### src/rtl/dac_spi_sched_pkg.sv
// Shared AD5628 command constants, word layout and scheduler state encoding.
// Combinational helpers only: no latency, no flow control.
package dac_defs;

    localparam logic [3:0] CMD_WRITE_UPDATE = 4'h3;
    localparam logic [3:0] CMD_RESET        = 4'h7;
    localparam logic [3:0] CMD_REF_SETUP    = 4'h8;

    localparam int CMD_LSB  = 24;
    localparam int ADDR_LSB = 20;
    localparam int DATA_LSB = 8;

    localparam logic [31:0] RST_WORD = {4'h0, CMD_RESET, 24'h00_0000};
    localparam logic [31:0] REF_WORD = {4'h0, CMD_REF_SETUP, 24'h00_0001};

    typedef enum logic [2:0] {
        INIT_RST = 3'd0,
        WAIT_RST = 3'd1,
        INIT_REF = 3'd2,
        WAIT_REF = 3'd3,
        IDLE     = 3'd4,
        XFER     = 3'd5
    } state_t;

    function automatic logic [31:0] pack_word(input logic [3:0]  cmd,
                                              input logic [3:0]  addr,
                                              input logic [11:0] data);
        logic [31:0] w;
        w = '0;
        w[CMD_LSB  +: 4]  = cmd;
        w[ADDR_LSB +: 4]  = addr;
        w[DATA_LSB +: 12] = data;
        return w;
    endfunction

endpackage

### src/rtl/dac_spi_sched_rr_arbiter.sv
// Round-robin pick of the first asserted request at or after ptr, wrapping.
// Purely combinational; grant is zero when no request is pending.
module rr_arbiter #(
    parameter  int N  = 4,
    localparam int IW = $clog2(N)
) (
    input  logic [N-1:0]  req,
    input  logic [IW-1:0] ptr,
    output logic [N-1:0]  gnt,
    output logic [IW-1:0] gnt_idx
);

    logic [IW:0]   sum;
    logic [IW-1:0] idx;

    // Walk from the farthest offset down so the nearest hit overwrites last.
    always_comb begin
        gnt     = '0;
        gnt_idx = '0;
        sum     = '0;
        idx     = '0;
        for (int k = N - 1; k >= 0; k--) begin
            sum = {1'b0, ptr} + (IW + 1)'(k);
            if (sum >= (IW + 1)'(N)) begin
                sum = sum - (IW + 1)'(N);
            end
            idx = sum[IW-1:0];
            if (req[idx]) begin
                gnt      = '0;
                gnt[idx] = 1'b1;
                gnt_idx  = idx;
            end
        end
    end

endmodule

### src/rtl/dac_spi_sched.sv
// AD5628 SPI scheduler: two-word init, then round-robin channel updates with a watchdog.
// Grant 1 cycle after req; spi_req held until spi_done or timeout, ack 1 cycle after.
module dac_spi_sched
    import dac_defs::*;
#(
    parameter int N_REQ   = 4,
    parameter int TIMEOUT = 4096
) (
    input  logic                  clk_sys,
    input  logic                  rst_sys,
    input  logic [N_REQ-1:0]      req,
    input  logic [3*N_REQ-1:0]    req_chan,
    input  logic [12*N_REQ-1:0]   req_code,
    output logic [N_REQ-1:0]      ack,
    output logic                  spi_req,
    output logic [31:0]           spi_word,
    input  logic                  spi_done,
    output logic                  init_done,
    output logic                  err_timeout
);

    localparam int IW = $clog2(N_REQ);
    localparam int WW = $clog2(TIMEOUT);

    state_t             state_q, state_d;
    logic               spi_req_q, spi_req_d;
    logic [31:0]        spi_word_q, spi_word_d;
    logic [N_REQ-1:0]   ack_q, ack_d;
    logic               init_done_q, init_done_d;
    logic               err_q, err_d;
    logic [IW-1:0]      rr_q, rr_d;
    logic [IW-1:0]      gnt_idx_q, gnt_idx_d;
    logic [WW-1:0]      wdog_q, wdog_d;

    logic [N_REQ-1:0]   arb_req;
    logic [N_REQ-1:0]   arb_gnt;
    logic [IW-1:0]      arb_idx;
    logic [IW-1:0]      gnt_next;
    logic [2:0]         cap_chan;
    logic [11:0]        cap_code;
    logic               wd_expired;

    // A requester still showing its ack this cycle must not be re-granted.
    assign arb_req    = req & ~ack_q;
    assign cap_chan   = req_chan[3*arb_idx +: 3];
    assign cap_code   = req_code[12*arb_idx +: 12];
    assign gnt_next   = (gnt_idx_q == IW'(N_REQ - 1)) ? '0 : gnt_idx_q + IW'(1);
    assign wd_expired = (wdog_q == WW'(TIMEOUT - 1));

    rr_arbiter #(.N(N_REQ)) u_arb (
        .req     (arb_req),
        .ptr     (rr_q),
        .gnt     (arb_gnt),
        .gnt_idx (arb_idx)
    );

    always_comb begin
        state_d     = state_q;
        spi_req_d   = spi_req_q;
        spi_word_d  = spi_word_q;
        ack_d       = '0;
        init_done_d = init_done_q;
        err_d       = 1'b0;
        rr_d        = rr_q;
        gnt_idx_d   = gnt_idx_q;
        wdog_d      = wdog_q;
        case (state_q)
            INIT_RST, INIT_REF: begin
                spi_req_d  = 1'b1;
                wdog_d     = '0;
                spi_word_d = (state_q == INIT_RST) ? RST_WORD : REF_WORD;
                state_d    = (state_q == INIT_RST) ? WAIT_RST : WAIT_REF;
            end
            WAIT_RST, WAIT_REF, XFER: begin
                // A done in the expiry cycle wins over the watchdog.
                if (spi_done || wd_expired) begin
                    spi_req_d = 1'b0;
                    err_d     = ~spi_done;
                    if (state_q == XFER) begin
                        ack_d[gnt_idx_q] = 1'b1;
                        rr_d             = gnt_next;
                        state_d          = IDLE;
                    end else if (!spi_done) begin
                        state_d = INIT_RST;
                    end else if (state_q == WAIT_RST) begin
                        state_d = INIT_REF;
                    end else begin
                        state_d     = IDLE;
                        init_done_d = 1'b1;
                    end
                end else begin
                    wdog_d = wdog_q + WW'(1);
                end
            end
            IDLE: begin
                if (|arb_gnt) begin
                    spi_req_d  = 1'b1;
                    wdog_d     = '0;
                    gnt_idx_d  = arb_idx;
                    spi_word_d = pack_word(CMD_WRITE_UPDATE, {1'b0, cap_chan}, cap_code);
                    state_d    = XFER;
                end
            end
            default: state_d = INIT_RST;
        endcase
    end

    always_ff @(posedge clk_sys or negedge rst_sys) begin
        if (!rst_sys) begin
            state_q     <= INIT_RST;
            spi_req_q   <= 1'b0;
            spi_word_q  <= '0;
            ack_q       <= '0;
            init_done_q <= 1'b0;
            err_q       <= 1'b0;
            rr_q        <= '0;
            gnt_idx_q   <= '0;
            wdog_q      <= '0;
        end else begin
            state_q     <= state_d;
            spi_req_q   <= spi_req_d;
            spi_word_q  <= spi_word_d;
            ack_q       <= ack_d;
            init_done_q <= init_done_d;
            err_q       <= err_d;
            rr_q        <= rr_d;
            gnt_idx_q   <= gnt_idx_d;
            wdog_q      <= wdog_d;
        end
    end

    assign ack         = ack_q;
    assign spi_req     = spi_req_q;
    assign spi_word    = spi_word_q;
    assign init_done   = init_done_q;
    assign err_timeout = err_q;

endmodule

### config.mk
export PLATFORM = sky130hd
export DESIGN_NAME = dac_spi_sched
export DESIGN_NICKNAME = d
export VERILOG_FILES = /design/src/rtl/dac_spi_sched_pkg.sv /design/src/rtl/dac_spi_sched_rr_arbiter.sv /design/src/rtl/dac_spi_sched.sv
export SDC_FILE = /design/constraint.sdc
export NUM_CORES = 1
export LEC_CHECK = 0
export BUFFER_PORTS_ARGS = -buffer_cell sky130_fd_sc_hd__buf_4
export CAP_MARGIN = 0
export CORE_MARGIN = 2
export CORE_UTILIZATION = 50
export DETAILED_ROUTE_END_ITERATION = 12
export PLACE_DENSITY = 0.84
export SYNTH_ARGS = -nofsm -noshare
export SYNTH_HDL_FRONTEND = slang
export SYNTH_SLANG_ARGS = --single-unit
### constraint.sdc
create_clock -name clk_sys -period 3.5 [get_ports clk_sys]
set_input_delay 0.175 -clock clk_sys [delete_from_list [all_inputs] [get_ports clk_sys]]
set_output_delay 0.175 -clock clk_sys [all_outputs]
set_load 0.005 [all_outputs]
# Word-level counts from Yosys, hierarchy flattened
# Index checks and enable logic that the tools add are counted.
# W data, S select, Z words.
dict set report totals {
  wordCells 122
  regBits 58
  output_inout_bits 39
}
dict set report op_classes {
  n_bitwise 5
  mux 52
  n_eq_ne 10
  shift 2
  addsub 9
  n_reduce_logical 19
  order_cmp 14
  multipliers 2
}
# cell count
set ops {}
lappend ops {{$pmux W32 S2} 1}
lappend ops {{$shiftx A48 B7 Y12} 1}
lappend ops {{$pmux W12 S3} 1}
lappend ops {{$mux W32} 1}
lappend ops {{$mux W28} 1}
lappend ops {{$mux W4} 7}
lappend ops {{$mux W12} 2}
lappend ops {{$mux W2} 10}
lappend ops {{$lt A2 B3 Y1 const B} 5}
lappend ops {{$mux W3} 5}
lappend ops {{$mux W1} 13}
lappend ops {{$add A12 B1 Y12 const B} 1}
lappend ops {{$eq A12 B12 Y1 const B} 1}
lappend ops {{$shiftx A12 B5 Y3} 1}
lappend ops {{$demux W1 S2} 5}
lappend ops {{$ge A2 B1 Y1 const B} 5}
lappend ops {{$ge A3 B3 Y1 const B} 3}
lappend ops {{$pmux W3 S3} 1}
lappend ops {{$reduce_and A3 Y1} 3}
lappend ops {{$bmux W1 S2} 4}
lappend ops {{$mul A2 B2 Y4 const A} 2}
lappend ops {{$sub A2 B1 Y2 const B} 4}
lappend ops {{$add A2 B2 Y3 const B} 2}
lappend ops {{$eq A3 B2 Y1 const B} 2}
lappend ops {{21 further kinds} 32}

# Logic depth before layout (Yosys ltp)
dict set report depth {
  depth_word 14
  depth_mapped 10
  depth_no_buf 8
}

# By module
# From an unflattened synthesis, not the netlist that was laid out.
dict set report unflattened {
  cells_unflattened 272
  area_unflattened_um2 2944.1
}
# mod cells_each seq_area_each_um2 area_each_um2 n_inst
set modules_own_cells {}
lappend modules_own_cells {dac_spi_sched 212 1101.1 2448.6 1}
lappend modules_own_cells {rr_arbiter 60 0.0 495.5 1}

# Worst setup path after synthesis
# No wires, ideal clock.
dict set report synth_timing {
  kind {register to register}
  from {register rr_q[1]}
  to {register spi_word_q[10] (netlist: spi_word[10])}
  period_less_slack_ns 2.780
  required_time_ns 3.379
  arrival_time_ns 2.659
  slack_ns 0.720
  path_stages_with_launch 10
  path_cell_list {dfrtp_1 -> inv_1 -> ha_1 -> inv_1 -> a21oi_1 -> a221o_1 -> nand3_2 -> buf_2 -> mux4_2 -> a22o_1}
}
dict set report synth_via {
  elab_chain_cells 14
  word_cells_on_any_way 58
}
# item line
set synth_rtl {}
lappend synth_rtl {{start: declaration} dac_spi_sched.sv:31} ;# logic [IW-1:0] rr_q, rr_d;
lappend synth_rtl {{start signal: assignment} dac_spi_sched.sv:126} ;# rr_q <= rr_d;
lappend synth_rtl {{branches (longest 14 deep; another with $mul A2 B2 Y4)} -}
lappend synth_rtl {{end signal: assignment} dac_spi_sched.sv:122} ;# spi_word_q <= spi_word_d;
lappend synth_rtl {{end: declaration} dac_spi_sched.sv:27} ;# logic [31:0] spi_word_q, spi_word_d;
# Parallel ways; which one is timed is not known. The select of a mux whose other input is x is not followed.
# A chain may end at the register's enable or synchronous reset.

# Final worst setup path
dict set report layout_timing {
  from {register rr_q[0]}
  to {register spi_word_q[15] (netlist: spi_word[15])}
}
# Same word-level chain as after synthesis.

==> results.md <==
* Status: finished clean
* Via count at 2414
* Simple-Gate Fraction of Synth Area at 0.177
* DP Worst Slack at 0.450 ns
* LEAKAGE at 1.74 nW
* Final hold vios at 0
* Number of distinct library cells after synthesis at 52
* Fin. max-slew vios at 0
* Top Ports at 106
* Row cnt at 27
* Slowest CP cell: dfrtp_1
* CTS Buffer Depth at 2
* Area delta synth->final at 29.2%
* ANT nets after route at 0
* H-tree depth at 2
* Total GRT Usage at 0.230
* Max IR drop VDD at 0.000396 V
* Mux share of post-synthesis cell area at 0.154
* Top cell type's share of synthesized area at 0.394
* Async SR Flop Fraction at 1.00
* Worst hold path class: primary input to register
* Pre-antenna DRT Iters at 4
* Ys flop type: dfrtp_1
* GR met2 Demand/Resource at 0.397
* Layout cell share with drive strength beyond 1 at 0.365
* Nets at 430
* Core ar. at 5440 sq um
* Top cells by count, synth: 44 x dfrtp_1, 15 x a22o_1, 15 x buf_4, 15 x mux2i_1, 14 x nand2_1
* Final Critical Period at 3.06 ns
* GR Util met1 at 0.284
* First-pass GRT wire length at 11.1 mm
* Skew-Pair Late Insertion Delay at 0.31 ns
* Cell family with most CP delay: compound AO/OA/AOI/OAI gates
* Clock sink count at 44
* Worst R2R End: spi_word[15]$_DFFE_PN0P_
* Synth warn at 0
* Met3 Usage GRT at 0.0557
* CP max FO at 16
* Worst setup margin at 0.436 ns
* Slowest Stage Delay on Critical Path at 0.64 ns
* DR iter-0 viols at 160
* Cells after synthesis at 260
* Seq/Total Area, Yosys at 0.394
* Cell Area, Synth at 2800 sq um
* Final period util at 0.876
* ANT cells at 0
* Slew @ Worst Pin at 0.562 ns
* Residual DRC count at 0
* Top post-synthesis cells by area: dfrtp_1 39%, mux4_2 9.7%, ha_1 5.8%
* RSZ-0062 raised after global routing: false
* Setup CP Type: register to register
* Post-DP HPWL at 5.08 mm
* Setup TNS at 0 ns
* Required @ worst endpoint at 3.71 ns
* Post-CTS resize count at 0
* Buf+Inv Stages, Crit Path at 2
* Main combinational cell family by area after synthesis: simple AND/OR/NAND/NOR gates
* Wire per inst at 15.6 um
* Vert. Die Dim at 78.8 um
* Post-synth EDFFs at 0
* Synth Area in Compound Gates at 0.147
* Final setup viols at 0
* Skew final at 0.00574 ns
* CP Capture Type: register
* FF-to-FF setup slack at 0.44 ns
* Vias per inst at 5.71
* Fmax at 326 MHz
* Count leader, synth: dfrtp_1
* Root Buffer: clkbuf_8
* Initial core utilization at 0.514
* Post-Synth Adder-Cell Area at 0.0581
* Post-synthesis xor/xnor area fraction at 0
* Worst-path clk slew at 0.09 ns
* Number of global-route vias before repair at 2392
* WP data arrival at 3.27 ns
* Hold_sp: spi_done
* Maxcap violations at 0
* GPL Wtd Cong at 0.829
* Grt ovf at 0
* Drt total wl at 6.61 mm
* Hold depth at 2
* Die area at 6210 sq um
* Register-to-Register Path Depth at 8
* CTS Buf Count at 5
* Synthesis-stage register bit count at 44
* IO Port Bufs at 93
* Chip width at 78.8 um
* Crit-path cells: inv_4, ha_1, inv_1, a21oi_1, a221o_1, nand3_2, mux4_2, a22o_1
* Largest net degree at the start of global routing at 45
* Final hold slack at 0.0731 ns
* Max_slew headroom at 0.623
* Busiest layer in global routing: met2
* Setup crit start kind: register
* Hold EP: err_timeout$_DFF_PN0_
* Initial antenna violation count at 0
* Pwr dens at 757 nW/um^2
* Post-synth top area cell: dfrtp_1
* Syn_area_per_cell at 10.8 sq um
* R2R Path Start: rr_q[0]$_DFFE_PN0P_
* CTS tree: yes
-- what timing repair did --
action | CTS | global route
setup buffers | 0 | 0
hold buffers | 1 | 0
hold endpoints to repair | 44 | 0
-- report_power, final --
part	switching, mW	internal, mW
Sequential	0.160	0.667
Combinational	0.718	0.773
Clock	0.185	0.233
-- cells in the final DEF, fill, tap and decap left out, types with 2 or more instances in the layout --
cell type / Yosys / layout
a31oi_1: 2 / 2
nor2_1: 12 / 12
a21oi_1: 13 / 13
o21a_1: 2 / 2
a22o_1: 15 / 15
inv_1: 6 / 6
and4_1: 2 / 2
mux4_2: 12 / 12
nor4_1: 3 / 3
o31ai_1: 3 / 3
and3_1: 5 / 5
buf_4: 15 / 95
or3_1: 8 / 8
o21ai_0: 12 / 12
and2_1: 5 / 5
dfrtp_1: 44 / 44
ha_1: 13 / 13
nand2_1: 14 / 14
or4_1: 2 / 2
nand2b_1: 5 / 5
clkbuf_8: 0 / 6
nor2b_1: 3 / 3
or4b_2: 2 / 2
conb_1: 1 / 12
nand3_1: 9 / 9
mux2i_1: 15 / 15
nand4_1: 5 / 5
-- registers in the layout, summed over array words and instances (netlist names) --
name         flops
ack              4
err_timeout      1
gnt_idx_q        2
init_done        1
rr_q             2
spi_req          1
spi_word        18
state_q          3
wdog_q          12
-- layout make-up --
cell class                      instances  area, sq um
Fill cell                             448         1820
Timing Repair Buffer                   96          723
Tap cell                               72         90.1
Inverter                                7         28.8
Multi-Input combinational cell        196         1550
Clock inverter                          2         38.8
Clock buffer                            6         82.6
Sequential cell                        44         1100
-- metrics by stage --
step	instance area, sq um	instances	power [mW]	utilization
2_1_floorplan	2840	271	1.91	-
3_3_place_gp	3480	414	2.28	0.641
3_5_place_dp	3480	414	2.34	0.641
4_1_cts	3620	423	2.75	0.665
5_1_grt	3620	423	2.94	0.665
6_report	3620	423	2.74	0.665
-- cell families (layout without fill, tap and decap cells) --
family / count (synthesis) / after routing
buf+inv: 31 / 111
other cells: 1 / 12
mux: 28 / 28
fa+ha+maj: 13 / 13
flops: 44 / 44
simple gates: 84 / 84
compound gates: 59 / 59
-- worst reg2reg max path, cell delays in order, from the launching register on --
cell,delay (ns)
dfrtp_1,0.64
inv_4,0.11
ha_1,0.40
inv_1,0.15
a21oi_1,0.08
a221o_1,0.36
nand3_2,0.42
mux4_2,0.58
a22o_1,0.23
-- how the worst max path moves through the flow --
stage                                          end  slack (ns)           startpoint  depth (start not counted)
after floorplan           spi_word[10]$_DFFE_PN0P_        0.72  rr_q[1]$_DFFE_PN0P_                          9
after global placement    spi_word[15]$_DFFE_PN0P_        0.54  rr_q[0]$_DFFE_PN0P_                          8
after detailed placement  spi_word[15]$_DFFE_PN0P_        0.45  rr_q[0]$_DFFE_PN0P_                          8
after CTS                 spi_word[15]$_DFFE_PN0P_        0.42  rr_q[0]$_DFFE_PN0P_                          8
after global routing      spi_word[15]$_DFFE_PN0P_        0.18  rr_q[1]$_DFFE_PN0P_                          8
final                     spi_word[15]$_DFFE_PN0P_        0.44  rr_q[0]$_DFFE_PN0P_                          8
-- per-layer routing --
layer  vias up  routed length, um
met4         0                109
met1      1171               2650
met3         8                463
met2       106               3390
met5         -                  0
li1       1129                  -
Power figures use the tool's default switching activity.
